[src/rtl/lock_controller.sv]
// ---------------------------------------------------------------------------
// lock_controller
//
// Purpose:
//   Sits downstream of the code detector. It forwards the user Start request
//   into the detector, times the window after Start in which the detector's
//   unlock flag U is sampled, drives the lock actuator for a fixed hold time
//   on success, and counts consecutive failures. When the failure count
//   reaches MAX_FAILS, it raises Alarm and blocks Start for a lockout period.
//
// Ports:
//   Clk         in   system clock, rising edge
//   Rst         in   synchronous active-high reset
//   Start_In    in   user start request
//   U           in   unlock flag from the code detector
//   Start_Out   out  Start forwarded to the detector (combinational)
//   Unlock      out  lock actuator drive (registered)
//   Alarm       out  lockout indicator (registered)
//   Fail_Count  out  consecutive-failure count (registered)
// ---------------------------------------------------------------------------
module lock_controller #(
  parameter int CODE_LEN       = 4,
  parameter int UNLOCK_CYCLES  = 50,
  parameter int LOCKOUT_CYCLES = 200,
  parameter int MAX_FAILS      = 3,
  parameter int CNT_W          = 8
) (
  input  logic       Clk,
  input  logic       Rst,
  input  logic       Start_In,
  input  logic       U,
  output logic       Start_Out,
  output logic       Unlock,
  output logic       Alarm,
  output logic [1:0] Fail_Count
);

  typedef enum logic [1:0] {
    IDLE     = 2'd0,
    WAIT     = 2'd1,
    UNLOCKED = 2'd2,
    LOCKOUT  = 2'd3
  } state_t;

  localparam logic [CNT_W-1:0] CODE_LEN_C    = CNT_W'(CODE_LEN);
  localparam logic [CNT_W-1:0] UNLOCK_LAST_C = CNT_W'(UNLOCK_CYCLES - 1);
  localparam logic [CNT_W-1:0] LOCK_LAST_C   = CNT_W'(LOCKOUT_CYCLES - 1);
  localparam logic [CNT_W-1:0] TIMER_ONE_C   = CNT_W'(1);
  localparam logic [2:0]       MAX_FAILS_W_C = 3'(MAX_FAILS);
  localparam logic [1:0]       MAX_FAILS_C   = 2'(MAX_FAILS);

  state_t           state_q, state_d;
  logic [CNT_W-1:0] timer_q, timer_d;
  logic             unlock_q, unlock_d;
  logic             alarm_q, alarm_d;
  logic [1:0]       fail_q, fail_d;

  // One bit wider so the "next failure reaches the limit" test cannot wrap.
  logic [2:0]       fail_inc;

  assign fail_inc = {1'b0, fail_q} + 3'd1;

  // Forwarding is cut while the lock is open or locked out, and during reset.
  assign Start_Out = Start_In && ((state_q == IDLE) || (state_q == WAIT)) && !Rst;

  assign Unlock     = unlock_q;
  assign Alarm      = alarm_q;
  assign Fail_Count = fail_q;

  always_ff @(posedge Clk) begin
    if (Rst) begin
      state_q  <= IDLE;
      timer_q  <= '0;
      unlock_q <= 1'b0;
      alarm_q  <= 1'b0;
      fail_q   <= 2'd0;
    end else begin
      state_q  <= state_d;
      timer_q  <= timer_d;
      unlock_q <= unlock_d;
      alarm_q  <= alarm_d;
      fail_q   <= fail_d;
    end
  end

  always_comb begin
    state_d  = state_q;
    timer_d  = timer_q;
    unlock_d = unlock_q;
    alarm_d  = alarm_q;
    fail_d   = fail_q;

    unique case (state_q)
      IDLE: begin
        // U is deliberately ignored here.
        if (Start_In) begin
          state_d = WAIT;
          timer_d = '0;
        end
      end

      WAIT: begin
        if (Start_In) begin
          // A fresh Start restarts the entry window and wins over sampling U.
          timer_d = '0;
        end else if (timer_q == CODE_LEN_C) begin
          // Only this edge samples U; earlier pulses are not remembered.
          timer_d = '0;
          if (U) begin
            state_d  = UNLOCKED;
            unlock_d = 1'b1;
            fail_d   = 2'd0;
          end else if (fail_inc == MAX_FAILS_W_C) begin
            // The count stops at MAX_FAILS; lockout exit is the only way
            // back down, so it can never wrap.
            state_d = LOCKOUT;
            alarm_d = 1'b1;
            fail_d  = MAX_FAILS_C;
          end else begin
            state_d = IDLE;
            fail_d  = fail_inc[1:0];
          end
        end else begin
          timer_d = timer_q + TIMER_ONE_C;
        end
      end

      UNLOCKED: begin
        if (timer_q == UNLOCK_LAST_C) begin
          state_d  = IDLE;
          timer_d  = '0;
          unlock_d = 1'b0;
        end else begin
          timer_d = timer_q + TIMER_ONE_C;
        end
      end

      LOCKOUT: begin
        if (timer_q == LOCK_LAST_C) begin
          state_d = IDLE;
          timer_d = '0;
          alarm_d = 1'b0;
          fail_d  = 2'd0;
        end else begin
          timer_d = timer_q + TIMER_ONE_C;
        end
      end

      default: begin
        state_d = IDLE;
      end
    endcase
  end

endmodule

[config.mk]
export PLATFORM = sky130hd
export DESIGN_NAME = lock_controller
export DESIGN_NICKNAME = d
export VERILOG_FILES = /design/src/rtl/lock_controller.sv
export SDC_FILE = /design/constraint.sdc
export NUM_CORES = 1
export LEC_CHECK = 0
export CORE_MARGIN = 2
export CORE_UTILIZATION = 55
export CTS_BUF_LIST = sky130_fd_sc_hd__clkbuf_4
export DETAILED_ROUTE_END_ITERATION = 6
export PLACE_DENSITY = 0.87
export SKIP_CTS_REPAIR_TIMING = 1
export SYNTH_ARGS = -nofsm -noshare
export SYNTH_HDL_FRONTEND = slang
export SYNTH_SLANG_ARGS = --single-unit
[constraint.sdc]
create_clock -name Clk -period 2.6 [get_ports Clk]
set_clock_uncertainty 0.05 [all_clocks]
set_input_delay 0.39 -clock Clk [delete_from_list [all_inputs] [get_ports Clk]]
set_output_delay 0.39 -clock Clk [all_outputs]
set_load 0.005 [all_outputs]
==> impl_metrics.py <==
metrics = {
    "sta": {
        "setup_total_negative_slack_ps": 0,
        "period_share_pct": 82.84,
        "hold_violations": 0,
        "rsz0062_at_grt": "false",
        "final_max_slew_viol_count": 0,
        "relSlewSlack_pct": 48.43,
        "max_freq_mhz": 464.3,
        "worst_pin_slew_ps": 762.8,
        "setup_viol": 0,
        "post-route-min-period_ps": 2154,
    },
    "critical_path": {
        "worst_path_most_repeated_cell": "clkdlybuf4s50_1",
        "max_stage_delay_ps": 560,
        "critical_path.cell_chain": "clkdlybuf4s50_1 > nor3b_1 > clkdlybuf4s50_1",
        "endpoint_kind": "output pin",
        "cp.required_ps": 2160,
        "crit_fanout": 6,
        "crit_type": "in2out",
        "critPathLaunchType": "primary input",
        "slowest_stage": "clkdlybuf4s50_1",
        "arrival_ps": 1710,
        "reg2regPathDepth": 6,
        "worst-r2r-setup-slack_ps": 540,
    },
    "yosys": {
        "synthTopCellsByArea": "dfxtp_1, nand2_1, nor2_1",
        "netlist_area_sq_um": 839.6,
        "ys_types": 32,
        "synth.avg_cell_area_sq_um": 7.774,
        "synth_nets": 116,
        "synthFlopType": "dfxtp_1",
        "synthCells": 108,
        "synth_edf_count": 0,
        "yosys_warnings": 0,
        "ys_seq_area_share_pct": 33.38,
        "synth.ff_latch_count": 14,
        "async_flop_share_pct": 0,
        "yosysTopAreaCell": "dfxtp_1",
        "yosys.area.top_type_share_pct": 33.38,
    },
    "floorplanning": {
        "fp.dieW_microns": 43.07,
        "ioPinCount": 9,
        "floorplan.core_area_sq_um": 1471,
        "dieArea_sq_um": 1855,
        "start_util_pct": 57.06,
        "rows": 14,
        "die_h_microns": 43.07,
    },
    "layout": {
        "nets": 126,
        "fin_area_sq_um": 934.6,
        "fillerInstances": 143,
        "multiInputGateArea_sq_um": 494.2,
        "num_antenna_cells": 0,
        "drive_gt1_share_pct": 6.838,
        "utilization_pct": 63.52,
        "seq_area_sq_um": 280.3,
        "instances_no_fill": 133,
        "synthToLayoutAreaGrowth_pct": 11.33,
    },
    "clock_tree": {
        "clk_pin_slew_ps": 80,
        "clock-root-buffer": "clkbuf_4",
        "clock-sinks": 14,
        "cts_tree": "done",
        "htreeDepth": 1,
        "cts_made_buffers": 3,
        "clk_latency_ps": 290,
        "clock_path_buffers": 2,
    },
    "global_routing": {
        "grt_max_degree": 16,
        "antenna_found_initial": 0,
        "grt_pass1_vias": 710,
        "grt_pass1_wl_mm": 2.967,
        "overflow": 0,
        "grt.total_usage_pct": 21.74,
    },
    "routing": {
        "totalWireLength_mm": 1.707,
        "avgRoutedWirePerCell_microns": 12.83,
        "vias": 787,
        "drc": 0,
        "drtIter0Drc": 28,
        "first_pass_iters": 4,
        "ant_nets": 0,
        "avgViaCountPerCell": 5.917,
    },
    "hold_path": {
        "holdPathStages": 2,
        "hold_class": "reg2reg",
    },
    "run_status": {
        "status": "complete, no violations",
    },
    "place": {
        "dpl_cell_area_sq_um": 908.4,
        "hpwl_mm": 1.258,
        "gp_congestion": 0.8171,
        "placedCellCount": 129,
        "io_buffer_count": 8,
    },
    "power": {
        "powerDensity_nw_per_um2": 410.4,
        "switching_share_pct": 24.63,
        "comb_power_share_pct": 9.2,
        "ir_drop_mv": 0.3677,
        "pwr-share-clk_pct": 33.3,
        "p_int_w": 0.0002891,
        "power_switching_w": 0.00009449,
        "p_leak_nw": 0.3321,
        "seqPwrFrac_pct": 57.5,
    },
    "job": {
        "drv_cap": 0,
    },
}
-- critical path, delay by kind of cell --
family	cells	cell delay [ps]
and+or+nand+nor	1	230
buffers and inverters	2	1100
-- power by group through the flow --
stage	logic (W)	clock network, W	registers [W]
final	0.0000353	0.000128	0.000221
after floorplan	0.0000237	0	0.000225
after detailed placement	0.0000354	0	0.000226
after global placement	0.0000344	0	0.000226
after global routing	0.0000399	0.000142	0.000221
after CTS	0.0000357	0.000132	0.000221
-- cells in the final DEF (no fill, tap or decap) --
master,count
nand2_1,16
nor2_1,15
dfxtp_1,14
clkdlybuf4s50_1,8
a21oi_1,7
nor3_1,7
nand3_1,6
inv_1,5
ha_1,4
a31oi_1,3
clkbuf_4,3
nor3b_1,2
nor4b_1,2
a21o_1,2
mux2i_1,2
o21a_1,2
o21ai_0,2
a22oi_1,2
buf_4,2
or4b_1,1
nor4_1,1
or3b_2,1
a211oi_1,1
and3_2,1
o41a_1,1
a21bo_1,1
nand2b_1,1
or2_2,1
xnor2_1,1
a32o_1,1
xor2_1,1
clkinv_1,1
-- cells in the mapped netlist (2+ instances only) --
master and instances:
a21o_1 2, nor3_1 7, nand3_1 6, ha_1 4, inv_1 5, buf_6 2
nor2_1 15, a21oi_1 7, mux2i_1 2, nor3b_1 2, a31oi_1 3, a22oi_1 2
o21a_1 2, nand2_1 16, dfxtp_1 14, nor4b_1 2, o21ai_0 2
-- registers in the layout, indices dropped and copies added, names as in the netlist --
signal / flops
timer_q: 8
Fail_Count: 2
state_q: 2
Unlock: 1
Alarm: 1
-- metrics by stage --
stage	setup slack, ps	hold WS (ps)	power, W
3_3_place_gp	367.2	452.4	0.0002599
5_1_grt	285.0	528.2	0.0004030
3_5_place_dp	280.5	455.1	0.0002613
6_report	446.2	465.1	0.0003836
4_1_cts	439.9	466.8	0.0003887
2_1_floorplan	672.9	437.4	0.0002483
-- final timing paths --
path | from | end
hold reg to reg | Alarm | Alarm
setup reg to reg | timer_q[0] | timer_q[7]
hold / removal | Alarm | Alarm
setup / recovery | Start_In | Start_Out
-- kinds of logic (layout without fill, tap and decap cells) --
logic type | Yosys count | after routing | synth area share [%]
compound gates | 22 | 22 | 17.58
xor+xnor | 2 | 2 | 2.087
fa+ha+maj | 4 | 4 | 5.961
buf+inv | 10 | 19 | 7.749
flops | 14 | 14 | 33.38
mux | 2 | 2 | 2.385
simple gates | 54 | 54 | 30.85
-- per-layer routing --
| metal | global-route usage [%] | share of wire (%) | routed length [microns] |
|---|---|---|---|
| met4 | 7.273 | 1.3 | 23 |
| met5 | 0 | 0 | 0 |
| met3 | 7.660 | 4.5 | 77 |
| met2 | 38.48 | 51 | 872 |
| met1 | 23.88 | 43 | 733 |
-- cell type report --
type | count | share of cell area, %
multi-input cells | 84 | 52.88
flip-flops and latches | 14 | 29.99
repair buffers | 10 | 10.17
clock buffers | 3 | 2.410
well taps | 16 | 2.142
inverters | 5 | 2.008
clock inverters | 1 | 0.4016
No activity file was read; power rests on OpenSTA's default activity.
